File: src/rtl/lab06_arb_pkg.sv
// Shared types and constants for the lab06 round-robin arbiter.
package lab06_arb_pkg;

   localparam int unsigned NUM_W     = 4;
   localparam int unsigned MODE_W    = 2;
   localparam int unsigned RES_W     = 7;
   // Beat buffer is sized for the largest legal burst; cnt indexes it directly.
   localparam int unsigned MAX_BURST = 8;
   localparam int unsigned CNT_W     = 3;

   // Substitute result returned when the engine never answers (-64).
   localparam logic signed [RES_W-1:0] RES_TIMEOUT = 7'sb100_0000;

   typedef enum logic [2:0] {
      StIdle,
      StLoad,
      StSend,
      StWait,
      StResp
   } arb_state_e;

endpackage

File: src/rtl/lab06_rr_pick.sv
// Combinational circular priority picker: first asserted req at or after ptr.
module lab06_rr_pick #(
   parameter int unsigned NREQ = 2
) (
   input  logic [NREQ-1:0] req,
   input  logic [1:0]      ptr,
   output logic            gnt_valid,
   output logic [1:0]      gnt_idx
);

   // Padding to four entries lets a 2-bit index address any legal NREQ.
   logic [3:0] req_pad;
   logic [1:0] cand;

   assign req_pad = 4'(req);

   // Scan NREQ candidates starting at ptr, wrapping modulo NREQ.
   always_comb begin
      gnt_valid = 1'b0;
      gnt_idx   = '0;
      cand      = '0;
      for (int unsigned k = 0; k < NREQ; k++) begin
         cand = 2'((32'(ptr) + k) % NREQ);
         if (!gnt_valid && req_pad[cand]) begin
            gnt_valid = 1'b1;
            gnt_idx   = cand;
         end
      end
   end

endmodule

File: src/rtl/lab06_arbiter.sv
// Round-robin scheduler sharing one lab06 compute engine between NREQ requesters.
// Optional engine-response watchdog: define LAB06_ARB_TIMEOUT_EN.
module lab06_arbiter
   import lab06_arb_pkg::*;
#(
   parameter int unsigned NREQ      = 2,
   parameter int unsigned BURST_LEN = 4,
   parameter int unsigned TIMEOUT   = 64
) (
   input  logic                     clk,
   input  logic                     rst,
   input  logic [NREQ-1:0]          rq_valid,
   output logic [NREQ-1:0]          rq_ready,
   input  logic [NREQ*NUM_W-1:0]    rq_number,
   input  logic [NREQ*MODE_W-1:0]   rq_mode,
   output logic [NREQ-1:0]          rsp_valid,
   output logic signed [RES_W-1:0]  rsp_result,
   output logic                     rsp_err,
   output logic                     eng_in_valid,
   output logic [NUM_W-1:0]         eng_in_number,
   output logic [MODE_W-1:0]        eng_mode,
   input  logic                     eng_out_valid,
   input  logic signed [RES_W-1:0]  eng_out_result,
   output logic                     busy,
   output logic [1:0]               owner
);

   if (NREQ < 2 || NREQ > 4 || BURST_LEN < 2 || BURST_LEN > MAX_BURST || TIMEOUT < 1)
   begin : g_param_check
      $error("lab06_arbiter: parameter out of range");
   end

   arb_state_e               state_q, state_d;
   logic [1:0]               owner_q, owner_d;
   logic [1:0]               ptr_q, ptr_d;
   logic [CNT_W-1:0]         cnt_q, cnt_d;
   logic [MODE_W-1:0]        mode_q, mode_d;
   logic [NREQ-1:0]          rq_ready_q, rq_ready_d;
   logic [NREQ-1:0]          rsp_valid_q, rsp_valid_d;
   logic signed [RES_W-1:0]  rsp_result_q, rsp_result_d;
   logic                     eng_in_valid_q, eng_in_valid_d;
   logic [NUM_W-1:0]         eng_in_number_q, eng_in_number_d;
   logic [MODE_W-1:0]        eng_mode_q, eng_mode_d;
   logic                     busy_q, busy_d;

   logic [NUM_W-1:0]         beat_q [MAX_BURST];
   logic                     beat_we;
   logic [NUM_W-1:0]         beat_wdata;

`ifdef LAB06_ARB_TIMEOUT_EN
   localparam int unsigned TmoW = $clog2(TIMEOUT + 1);
   logic [TmoW-1:0]          wait_cnt_q, wait_cnt_d;
   logic                     rsp_err_q, rsp_err_d;
`endif

   // Requester buses padded to four lanes so the 2-bit owner indexes them directly.
   logic [3:0]               rq_valid_pad;
   logic [4*NUM_W-1:0]       rq_num_pad;
   logic [4*MODE_W-1:0]      rq_mode_pad;

   assign rq_valid_pad = 4'(rq_valid);
   assign rq_num_pad   = (4 * NUM_W)'(rq_number);
   assign rq_mode_pad  = (4 * MODE_W)'(rq_mode);

   logic       gnt_valid;
   logic [1:0] gnt_idx;

   lab06_rr_pick #(
      .NREQ (NREQ)
   ) u_pick (
      .req       (rq_valid),
      .ptr       (ptr_q),
      .gnt_valid (gnt_valid),
      .gnt_idx   (gnt_idx)
   );

   // Next-state and registered-output computation for the whole job sequence.
   always_comb begin
      state_d         = state_q;
      owner_d         = owner_q;
      ptr_d           = ptr_q;
      cnt_d           = cnt_q;
      mode_d          = mode_q;
      rq_ready_d      = rq_ready_q;
      rsp_valid_d     = '0;
      rsp_result_d    = '0;
      eng_in_valid_d  = 1'b0;
      eng_in_number_d = '0;
      eng_mode_d      = '0;
      beat_we         = 1'b0;
      beat_wdata      = rq_num_pad[{owner_q, 2'b00} +: NUM_W];
`ifdef LAB06_ARB_TIMEOUT_EN
      wait_cnt_d      = '0;
      rsp_err_d       = 1'b0;
`endif

      unique case (state_q)
         StIdle: begin
            if (gnt_valid) begin
               owner_d    = gnt_idx;
               rq_ready_d = NREQ'(4'b0001 << gnt_idx);
               state_d    = StLoad;
            end
         end
         StLoad: begin
            if (rq_valid_pad[owner_q]) begin
               beat_we = 1'b1;
               if (cnt_q == '0) begin
                  mode_d = rq_mode_pad[{owner_q, 1'b0} +: MODE_W];
               end
               if (cnt_q == CNT_W'(BURST_LEN - 1)) begin
                  // Beat 0 is already buffered, so it goes out on the very next cycle.
                  rq_ready_d      = '0;
                  state_d         = StSend;
                  eng_in_valid_d  = 1'b1;
                  eng_in_number_d = beat_q[0];
                  eng_mode_d      = mode_q;
                  cnt_d           = CNT_W'(1);
               end else begin
                  cnt_d = cnt_q + CNT_W'(1);
               end
            end
         end
         StSend: begin
            // cnt wraps to 0 once the final beat is issued, marking the burst end.
            if (cnt_q == '0) begin
               state_d = StWait;
            end else begin
               eng_in_valid_d  = 1'b1;
               eng_in_number_d = beat_q[cnt_q];
               eng_mode_d      = mode_q;
               cnt_d           = (cnt_q == CNT_W'(BURST_LEN - 1)) ? '0 : cnt_q + CNT_W'(1);
            end
         end
         StWait: begin
            if (eng_out_valid) begin
               rsp_valid_d  = NREQ'(4'b0001 << owner_q);
               rsp_result_d = eng_out_result;
               state_d      = StResp;
`ifdef LAB06_ARB_TIMEOUT_EN
            end else if (wait_cnt_q == TmoW'(TIMEOUT - 1)) begin
               rsp_valid_d  = NREQ'(4'b0001 << owner_q);
               rsp_result_d = RES_TIMEOUT;
               rsp_err_d    = 1'b1;
               state_d      = StResp;
            end else begin
               wait_cnt_d = wait_cnt_q + TmoW'(1);
`endif
            end
         end
         StResp: begin
            ptr_d   = (owner_q == 2'(NREQ - 1)) ? 2'd0 : owner_q + 2'd1;
            owner_d = '0;
            state_d = StIdle;
         end
         default: state_d = StIdle;
      endcase

      busy_d = (state_d != StIdle);
   end

   // FSM state and every registered output, with synchronous reset.
   always_ff @(posedge clk) begin
      if (rst) begin
         state_q         <= StIdle;
         owner_q         <= '0;
         ptr_q           <= '0;
         cnt_q           <= '0;
         mode_q          <= '0;
         rq_ready_q      <= '0;
         rsp_valid_q     <= '0;
         rsp_result_q    <= '0;
         eng_in_valid_q  <= 1'b0;
         eng_in_number_q <= '0;
         eng_mode_q      <= '0;
         busy_q          <= 1'b0;
`ifdef LAB06_ARB_TIMEOUT_EN
         wait_cnt_q      <= '0;
         rsp_err_q       <= 1'b0;
`endif
      end else begin
         state_q         <= state_d;
         owner_q         <= owner_d;
         ptr_q           <= ptr_d;
         cnt_q           <= cnt_d;
         mode_q          <= mode_d;
         rq_ready_q      <= rq_ready_d;
         rsp_valid_q     <= rsp_valid_d;
         rsp_result_q    <= rsp_result_d;
         eng_in_valid_q  <= eng_in_valid_d;
         eng_in_number_q <= eng_in_number_d;
         eng_mode_q      <= eng_mode_d;
         busy_q          <= busy_d;
`ifdef LAB06_ARB_TIMEOUT_EN
         wait_cnt_q      <= wait_cnt_d;
         rsp_err_q       <= rsp_err_d;
`endif
      end
   end

   // Beat buffer; contents are don't-care after reset so it carries no reset.
   always_ff @(posedge clk) begin
      if (beat_we) begin
         beat_q[cnt_q] <= beat_wdata;
      end
   end

   assign rq_ready      = rq_ready_q;
   assign rsp_valid     = rsp_valid_q;
   assign rsp_result    = rsp_result_q;
   assign eng_in_valid  = eng_in_valid_q;
   assign eng_in_number = eng_in_number_q;
   assign eng_mode      = eng_mode_q;
   assign busy          = busy_q;
   assign owner         = owner_q;
`ifdef LAB06_ARB_TIMEOUT_EN
   assign rsp_err       = rsp_err_q;
`else
   assign rsp_err       = 1'b0;
`endif

endmodule

File: config.mk
export PLATFORM = sky130hd
export DESIGN_NAME = lab06_arbiter
export DESIGN_NICKNAME = d
export VERILOG_FILES = /design/src/rtl/lab06_arb_pkg.sv /design/src/rtl/lab06_rr_pick.sv /design/src/rtl/lab06_arbiter.sv
export SDC_FILE = /design/constraint.sdc
export NUM_CORES = 1
export LEC_CHECK = 0
export BUFFER_PORTS_ARGS = -buffer_cell sky130_fd_sc_hd__buf_2
export CORE_MARGIN = 3
export CORE_UTILIZATION = 50
export CTS_CLUSTER_SIZE = 40
export DETAILED_ROUTE_END_ITERATION = 12
export HOLD_SLACK_MARGIN = 0.02
export PLACE_DENSITY = 0.73
export SLEW_MARGIN = 10
export SYNTH_ARGS = -nofsm -noshare
export SYNTH_HDL_FRONTEND = slang
export SYNTH_HIERARCHICAL = 1
export SYNTH_SLANG_ARGS = --single-unit
File: constraint.sdc
create_clock -name clk -period 4.4 [get_ports clk]
set_input_delay 0.44 -clock clk [delete_from_list [all_inputs] [get_ports clk]]
set_output_delay 0.44 -clock clk [all_outputs]
set_load 0.01 [all_outputs]
==> summary.md, run 1 <==
| Metric | Value |
|---|---|
| P per Cell Area | `387 nW/um2` |
| Max stage delay on crit path | `0.65 ns` |
| DR WL/cell | `16.2 um` |
| Chip Width | `78.2 um` |
| CTS tree | `done` |
| Vias/cell | `5.28` |
| Row cnt | `25` |
| F_max | `388 MHz` |
| Design area | `3030 um2` |
| Initial antenna violation count | `0` |
| Headroom to the max-slew limit | `51.4%` |
| PortBufs | `44` |
| Ys Warns | `6` |
| Final Max Tran Viols | `0` |
| Die Y | `78.2 um` |
| Non-filler cells, final | `323` |
| Total GRT Usage | `18.7%` |
| DR vias | `1,707` |
| H-tree depth | `3` |
| Pre-antenna DRT Iters | `4` |
| Critical path peak fanout | `14` |
| Hold Crit Class | `in -> reg` |
| Max-Cap Viols | `0` |
| WP buf/inv | `0` |
| Crit path max-delay cell type | `dfxtp_1` |
| First-pass GRT wire length | `8450 um` |
| Fin Clk Skew | `0.0107 ns` |
| Status | `completed` |
| Die area | `6110 um2` |
| Largest net degree at the start of global routing | `16` |
| Placed Instances | `307` |
| Slew @ Worst Pin | `0.723 ns` |
| Placed cell area | `2860 um2` |
| Vias in the first global route | `1,689` |
| Final antenna-violating net count | `0` |
| Max VDD drop | `0.262 mV` |
| Syn_area_per_cell | `12.6 um2` |
| Area growth syn-to-layout | `16.5%` |
| Crit Path Class | `reg -> reg` |
| Grt total ovfl | `0` |
| TritonCTS buffer count | `9` |
| Setup violators final | `0` |
| Fin. Hold Viols | `0` |
| Starting Density | `53.4%` |
| Fin crit period | `2.58 ns` |
| Ports | `46` |
| Final period utilization | `58.5%` |
| CP top delay family | `simple AND/OR/NAND/NOR gates` |
| Clock Latency Late Sink | `0.33 ns` |
| Fraction of final layout cells sized beyond drive strength 1 | `25.8%` |
| # DRC | `0` |
| Deepest clock path buffer count | `2` |
| Clock root buffer | `clkbuf_8` |
| Cell area after synthesis | `2600 um2` |
| Pleak | `1.15 nW` |
| Crit path arrival time | `2.54 ns` |
| Iter 0 DRT Violations | `131` |
| CP endpoint kind | `register` |
| CTS resizes | `0` |
| WP data required | `4.36 ns` |
| CP Depth | `4` |
| Ant. Diodes | `0` |
| RSZ-0062 raised after global routing | `no` |
| CTS Sinks | `65` |
| Post-CTS Hold Buffers | `0` |
| Total routed wirelength | `5230 um` |
| Nets | `277` |
| Clock transition at path regs | `0.06 ns` |
| Core ar. | `4880 um2` |
| R2R depth | `4` |
| Crit-path cells | `mux2i_1, or4_4, or2_2, nor3_1` |
| Cells after synthesis | `207` |
| DP Wirelength | `3760 um` |
| Hold Path Depth | `2` |
| Setup Buffers After CTS | `0` |
| Setup TNS Final | `0 ns` |
| Syn Nets | `233` |
| Worst setup SP type | `register` |
| Gp weighted congestion | `0.818` |
[path summary, 6_finish.rpt]
path              slack, ns                        to                    from
setup / recovery       1.82    beat_q[4][0]$_DFFE_PP_   owner[0]$_SDFFE_PP0P_
hold / removal         0.31  rsp_result[4]$_SDFF_PP0_       eng_out_result[4]
setup reg to reg       1.82    beat_q[4][0]$_DFFE_PP_   owner[0]$_SDFFE_PP0P_
hold reg to reg        0.48    eng_mode[1]$_SDFF_PP0_  mode_q[1]$_SDFFE_PP0P_
[through the flow]
step,hold WS (ns),power (W),utilization (%),worst slack (ns)
global placement,0.460,0.000750,58.6,1.89
CTS,0.294,0.00118,62.2,1.81
finish,0.312,0.00117,62.2,1.82
global route,0.293,0.00122,62.2,1.67
floorplan,0.423,0.000723,-,2.18
detailed placement,0.461,0.000751,58.6,1.81
[power by group]
part | internal [W] | leakage [nW] | switching (W) | total, W
clock | 0.000230 | 0.0936 | 0.000206 | 0.000436
sequential | 0.000649 | 0.557 | 0.0000165 | 0.000665
combinational | 0.0000330 | 0.495 | 0.0000398 | 0.0000727
total | 0.000912 | 1.15 | 0.000262 | 0.00117
[placed cells by master (no fill, tap or decap), drive strengths merged, types with 2 or more instances in the layout]
master / n
or2: 2
inv: 6
mux4: 4
mux2i: 14
and2: 9
dfxtp: 33
nor3: 6
nor2: 13
nor4: 2
nand2b: 5
a31oi: 4
buf: 45
a21boi: 5
a2111oi: 4
o21ai: 4
edfxtp: 32
nand2: 9
or4: 4
o2bb2ai: 2
conb: 2
a32o: 2
clkinv: 4
nor2b: 8
a211oi: 2
and4b: 2
clkbuf: 12
a21oi: 4
a22oi: 2
ha: 2
[state kept, by name (all words and copies together), names as in the netlist, named ones only]
name	count
rsp_result	7
eng_mode	2
state_q	3
cnt_q	3
rsp_valid	2
eng_in_number	4
eng_in_valid	1
owner	2
beat_q	32
busy	1
ptr_q	1
mode_q	2
rq_ready	2
[routing by layer]
metal,vias up,track usage (%),routed length [um],part of all wire (%)
li1,853,-,-,-
met1,781,25.9,2530,48
met2,71,27.3,2320,44
met3,2,5.62,347,6.6
met4,0,8.39,28,0.54
met5,-,0,0,0
[worst register-to-register path: stages, from the launching register on]
cell and delay, ns:
dfxtp_1 0.65, mux2i_1 0.20, or4_4 0.60, or2_2 0.35
nor3_1 0.41
[final cells by class]
cell class              count  area, um2
clock buffers              12        155
clock inverters             4       18.8
fillers                   425       1850
inverters                   6       22.5
multi-input cells         124        903
flip-flops and latches     65       1620
well taps                  67       83.8
repair buffers             45        228
(Power assumes the default switching activity.)
==> inputs of run 2 (changes only) <==
clock period = 2.64 ns   (was 4.4 ns; I/O delays follow)
==> run 2 against run 1 <==
  * First-iteration DRC count is 11% lower
  * Cell count grew 1.5%
  * Critical path depth is the same
  * Utilization grew 1.2 points
  * Non-clock buffer count is 5 higher
  * Sequential power grew 65%
  * Global-route usage shrank 0.11 points
  * Largest power group unchanged
  * Highest routed layer unchanged
  * Power is 72% higher
==> summary.md, run 2 (synthesis gave the netlist of run 1 again) <==
| Metric | Value |
|---|---|
| Status | `completed` |
| Iter 0 DRT Violations | `116` |
| Int Pwr | `0.00158 W` |
| Fin. Hold Viols | `0` |
| Crit-path cells | `nand2b_1, or4_4, or2_2, nor3_1` |
| Setup TNS Final | `0 ns` |
| Critical path peak fanout | `11` |
| Total routed wirelength | `5120 um` |
| Worst setup SP type | `register` |
| Setup violators final | `0` |
| Sw frac | `21.5%` |
| P_sw | `0.000433 W` |
| Nets | `282` |
| Total Power | `0.00202 W` |
| Max-Cap Viols | `0` |
| Largest net degree at the start of global routing | `16` |
| Final period utilization | `80.7%` |
| Max VDD drop | `0.399 mV` |
| Die Y | `78.2 um` |
| DP Wirelength | `3690 um` |
| Crit path max-delay cell type | `or4_4` |
| Crit Path Class | `reg -> reg` |
| CTS tree | `done` |
| TritonCTS buffer count | `9` |
| Clock transition at path regs | `0.06 ns` |
| Finished Core Util | `63.3%` |
| Gp weighted congestion | `0.826` |
| Slew @ Worst Pin | `0.681 ns` |
| Worst slack, placed | `0.524 ns` |
| Fin Clk Skew | `0.00681 ns` |
| Comb pwr share | `6.5%` |
| P per Cell Area | `652 nW/um2` |
| Chip Width | `78.2 um` |
| Ant. Diodes | `0` |
| Total GRT Usage | `18.6%` |
| Hold Crit Class | `in -> reg` |
| Most frequent cells in the layout | `44 x buf_2, 33 x dfxtp_1, 32 x edfxtp_1, 14 x mux2i_1, 13 x nor2_1` |
| Post-CTS Hold Buffers | `0` |
| Max stage delay on crit path | `0.43 ns` |
| # fillers | `402` |
| Area growth syn-to-layout | `18.6%` |
| CTS Sinks | `65` |
| Setup Buffers After CTS | `0` |
| Grt total ovfl | `0` |
| Row cnt | `25` |
| Pleak | `1.18 nW` |
| Fraction of final layout cells sized beyond drive strength 1 | `26.8%` |
| Placed Instances | `312` |
| H-tree depth | `3` |
| Max reg flops | `32` |
| Starting Density | `53.4%` |
| Setup ws final | `0.510 ns` |
| Ports | `46` |
| Most common cell after layout, fill and taps aside | `buf_2` |
| DR WL/cell | `15.6 um` |
| Vias in the first global route | `1,669` |
| Headroom to the max-slew limit | `54.6%` |
| Initial antenna violation count | `0` |
| Deepest clock path buffer count | `2` |
| WP data required | `2.60 ns` |
| Clock root buffer | `clkbuf_8` |
| First-pass GRT wire length | `8430 um` |
| DR vias | `1,776` |
| Final antenna-violating net count | `0` |
| Crit path arrival time | `2.09 ns` |
| Vias/cell | `5.41` |
| Core ar. | `4880 um2` |
| Pre-antenna DRT Iters | `5` |
| Non-filler cells, final | `328` |
| Largest register by flop count | `beat_q` |
| Seq pwr share | `54.7%` |
| Final Max Tran Viols | `0` |
| Die area | `6110 um2` |
| CP endpoint kind | `register` |
| CTS resizes | `0` |
| Clock Latency Late Sink | `0.32 ns` |
| Clock share of power | `38.8%` |
| Fin crit period | `2.13 ns` |
| PortBufs | `44` |
| F_max | `469 MHz` |
| # DRC | `0` |
| RSZ-0062 raised after global routing | `no` |
## run 2: cell types whose count changed in the layout (fill, tap and decap cells not counted), sizes merged
cell	before	now
buf	45	50
clkbuf	12	13
clkinv	4	3
## run 2: stage by stage
step | hold WS [ns] | instance area [um2]
5_1_grt | 0.127 | 3090
3_3_place_gp | 0.452 | 2900
6_report | 0.137 | 3090
4_1_cts | 0.118 | 3090
2_1_floorplan | 0.386 | 2600
3_5_place_dp | 0.457 | 2900
## run 2: final timing paths
kind / from / end / slack, ns / depth (start not counted)
worst max-delay path: owner[1]$_SDFFE_PP0P_ / beat_q[4][1]$_DFFE_PP_ / 0.51 / 4
worst min-delay path: eng_out_result[2] / rsp_result[2]$_SDFF_PP0_ / 0.14 / 2
worst max register to register: owner[1]$_SDFFE_PP0P_ / beat_q[4][1]$_DFFE_PP_ / 0.51 / 4
worst min register to register: rq_ready[1]$_SDFFE_PP0P_ / rq_ready[1]$_SDFFE_PP0P_ / 0.47 / 2
## run 2: cell type report
| class | instances | area [um2] | area share (%) |
|---|---|---|---|
| Tap cell | 67 | 83.8 | 2.71 |
| Multi-Input combinational cell | 124 | 903 | 29.2 |
| Clock buffer | 13 | 180 | 5.83 |
| Timing Repair Buffer | 50 | 265 | 8.59 |
| Sequential cell | 65 | 1620 | 52.5 |
| Clock inverter | 3 | 12.5 | 0.405 |
| Inverter | 6 | 22.5 | 0.729 |
## run 2: power by group through the flow
stage | sequential (W) | combinational, W | clock [W]
2_1_floorplan | 0.00111 | 0.0000911 | 0
3_3_place_gp | 0.00112 | 0.000130 | 0
3_5_place_dp | 0.00112 | 0.000132 | 0
4_1_cts | 0.00110 | 0.000132 | 0.000797
5_1_grt | 0.00111 | 0.000147 | 0.000844
6_report | 0.00110 | 0.000132 | 0.000781
## run 2: layer usage
metal / global-route usage (%) / wire length, um
met1: 25.4 / 2300
met2: 26.5 / 2270
met3: 6.42 / 463
met4: 9.09 / 76
met5: 0 / 0
## run 2: worst max-delay path, delay by kind of cell, from the launching register on
kind	cells	cell delay, ns
and+or+nand+nor	4	1.38
DFF	1	0.39
==> inputs of run 3 (changes only) <==
PLACE_DENSITY = 0.76   (was 0.73)
clock period = 1.7 ns   (was 2.64 ns; I/O delays follow)
==> run 3 against run 2 <==
  * The flow now finishes with violations (negative setup slack)
  * Power up 63%
  * Setup slack lost 0.58 ns
  * Fmax increased by 20%
  * Global-route usage up 1.3 points
  * Wire length increased by 14%
  * Clock skew is 0.0016 ns lower
  * Register-to-register slack lost 0.58 ns
  * Largest power group unchanged
  * Highest routed layer unchanged
==> summary.md, run 3 (synthesis gave the netlist of run 1 again) <==
| Metric | Value |
|---|---|
| Headroom to the max-slew limit | `67.6%` |
| First-pass GRT wire length | `9070 um` |
| PortBufs | `44` |
| CTS tree | `done` |
| Starting Density | `53.4%` |
| Worst setup SP type | `register` |
| Pre-antenna DRT Iters | `4` |
| Final Max Tran Viols | `0` |
| Total GRT Usage | `20.0%` |
| Slew @ Worst Pin | `0.480 ns` |
| DR vias | `1,889` |
| Final period utilization | `104%` |
| Die area | `6110 um2` |
| Ports | `46` |
| Initial antenna violation count | `0` |
| Fin Clk Skew | `0.00518 ns` |
| Critical path peak fanout | `4` |
| Fin crit period | `1.77 ns` |
| Total routed wirelength | `5810 um` |
| Setup TNS Final | `-1.27 ns` |
| Non-filler cells, final | `357` |
| Setup violators final | `36` |
| Vias/cell | `5.29` |
| Fraction of final layout cells sized beyond drive strength 1 | `43.1%` |
| Max VDD drop | `0.640 mV` |
| Failing checks | `negative setup slack` |
| Most common cell after layout, fill and taps aside | `buf_2` |
| Clock root buffer | `clkbuf_8` |
| CP endpoint kind | `register` |
| Fin. Hold Viols | `0` |
| RSZ-0062 raised after global routing | `yes` |
| Clock transition at path regs | `0.07 ns` |
| Deepest clock path buffer count | `2` |
| R2R depth | `4` |
| Max-Cap Viols | `0` |
| TritonCTS buffer count | `9` |
| Clock Latency Late Sink | `0.33 ns` |
| Hold Path Depth | `2` |
| Grt total ovfl | `0` |
| Iter 0 DRT Violations | `155` |
| Nets | `311` |
| Row cnt | `25` |
| Placed Instances | `337` |
| Gp weighted congestion | `0.847` |
| P per Cell Area | `951 nW/um2` |
| Max reg flops | `32` |
| Chip Width | `78.2 um` |
| # DRC | `0` |
| Largest net degree at the start of global routing | `16` |
| Area growth syn-to-layout | `33.0%` |
| Largest register by flop count | `beat_q` |
| CTS Sinks | `65` |
| Most frequent cells in the layout | `44 x buf_2, 32 x edfxtp_1, 32 x buf_4, 29 x dfxtp_1, 14 x mux2i_1` |
| DP Wirelength | `4070 um` |
| Pleak | `1.36 nW` |
| H-tree depth | `3` |
| Finished Core Util | `71.0%` |
| F_max | `565 MHz` |
| Crit path arrival time | `1.79 ns` |
| Status | `finished with violations` |
| Hold Crit Class | `in -> reg` |
| Core ar. | `4880 um2` |
| Vias in the first global route | `1,892` |
| Die Y | `78.2 um` |
| Worst slack, placed | `-0.0799 ns` |
| Final antenna-violating net count | `0` |
| Ant. Diodes | `0` |
| DR WL/cell | `16.3 um` |
| WP data required | `1.72 ns` |
| Setup ws final | `-0.0685 ns` |
| Crit Path Class | `reg -> reg` |
==> run 3: cell type report <==
type | count | area (um2)
Inverter | 6 | 22.5
Fill cell | 349 | 1420
Clock inverter | 3 | 18.8
Multi-Input combinational cell | 124 | 1030
Tap cell | 67 | 83.8
Sequential cell | 65 | 1630
Clock buffer | 13 | 190
Timing Repair Buffer | 79 | 492
==> run 3: path summary, 6_finish.rpt <==
path                                               start                  endpoint  slack [ns]
worst max-delay path               owner[1]$_SDFFE_PP0P_    beat_q[4][0]$_DFFE_PP_       -0.07
worst min-delay path                   eng_out_result[6]  rsp_result[6]$_SDFF_PP0_        0.03
worst max register to register     owner[1]$_SDFFE_PP0P_    beat_q[4][0]$_DFFE_PP_       -0.07
worst min register to register  rq_ready[1]$_SDFFE_PP0P_  rq_ready[1]$_SDFFE_PP0P_        0.47
==> run 3: worst max-delay path, stage by stage (launching register included) <==
cell      delay, ns
dfxtp_2        0.32
nand2b_4       0.13
or4_4          0.50
or2_4          0.29
nor3_4         0.20
==> run 3: timing repair <==
item                       CTS  global route
hold endpoints to repair     2             0
setup endpoints to repair   37            47
pin swaps                    2             6
buffers inserted             0             2
gates resized for setup      6            14
hold buffers                 2             0
gates cloned                 0             0
==> run 3: routing by layer <==
metal	GRT usage, %	vias to the layer above	wire [um]
met4	9.79	0	70
met3	5.96	11	420
li1	-	923	-
met1	26.8	876	2540
met5	0	-	0
met2	29.5	79	2770
==> run 3: report_power, final <==
part | total (W) | switching (W) | internal [W]
Combinational | 0.000299 | 0.000157 | 0.000142
Clock | 0.00130 | 0.000565 | 0.000736
Sequential | 0.00169 | 0.0000161 | 0.00168
==> run 3: stage by stage <==
stage / power (W) / cell area (um2) / hold slack, ns
after floorplan: 0.00188 / 2650 / 0.292
after global placement: 0.00199 / 3120 / 0.369
after detailed placement: 0.00200 / 3120 / 0.374
after CTS: 0.00330 / 3380 / 0.0226
after global routing: 0.00343 / 3460 / 0.0243
final: 0.00329 / 3460 / 0.0341
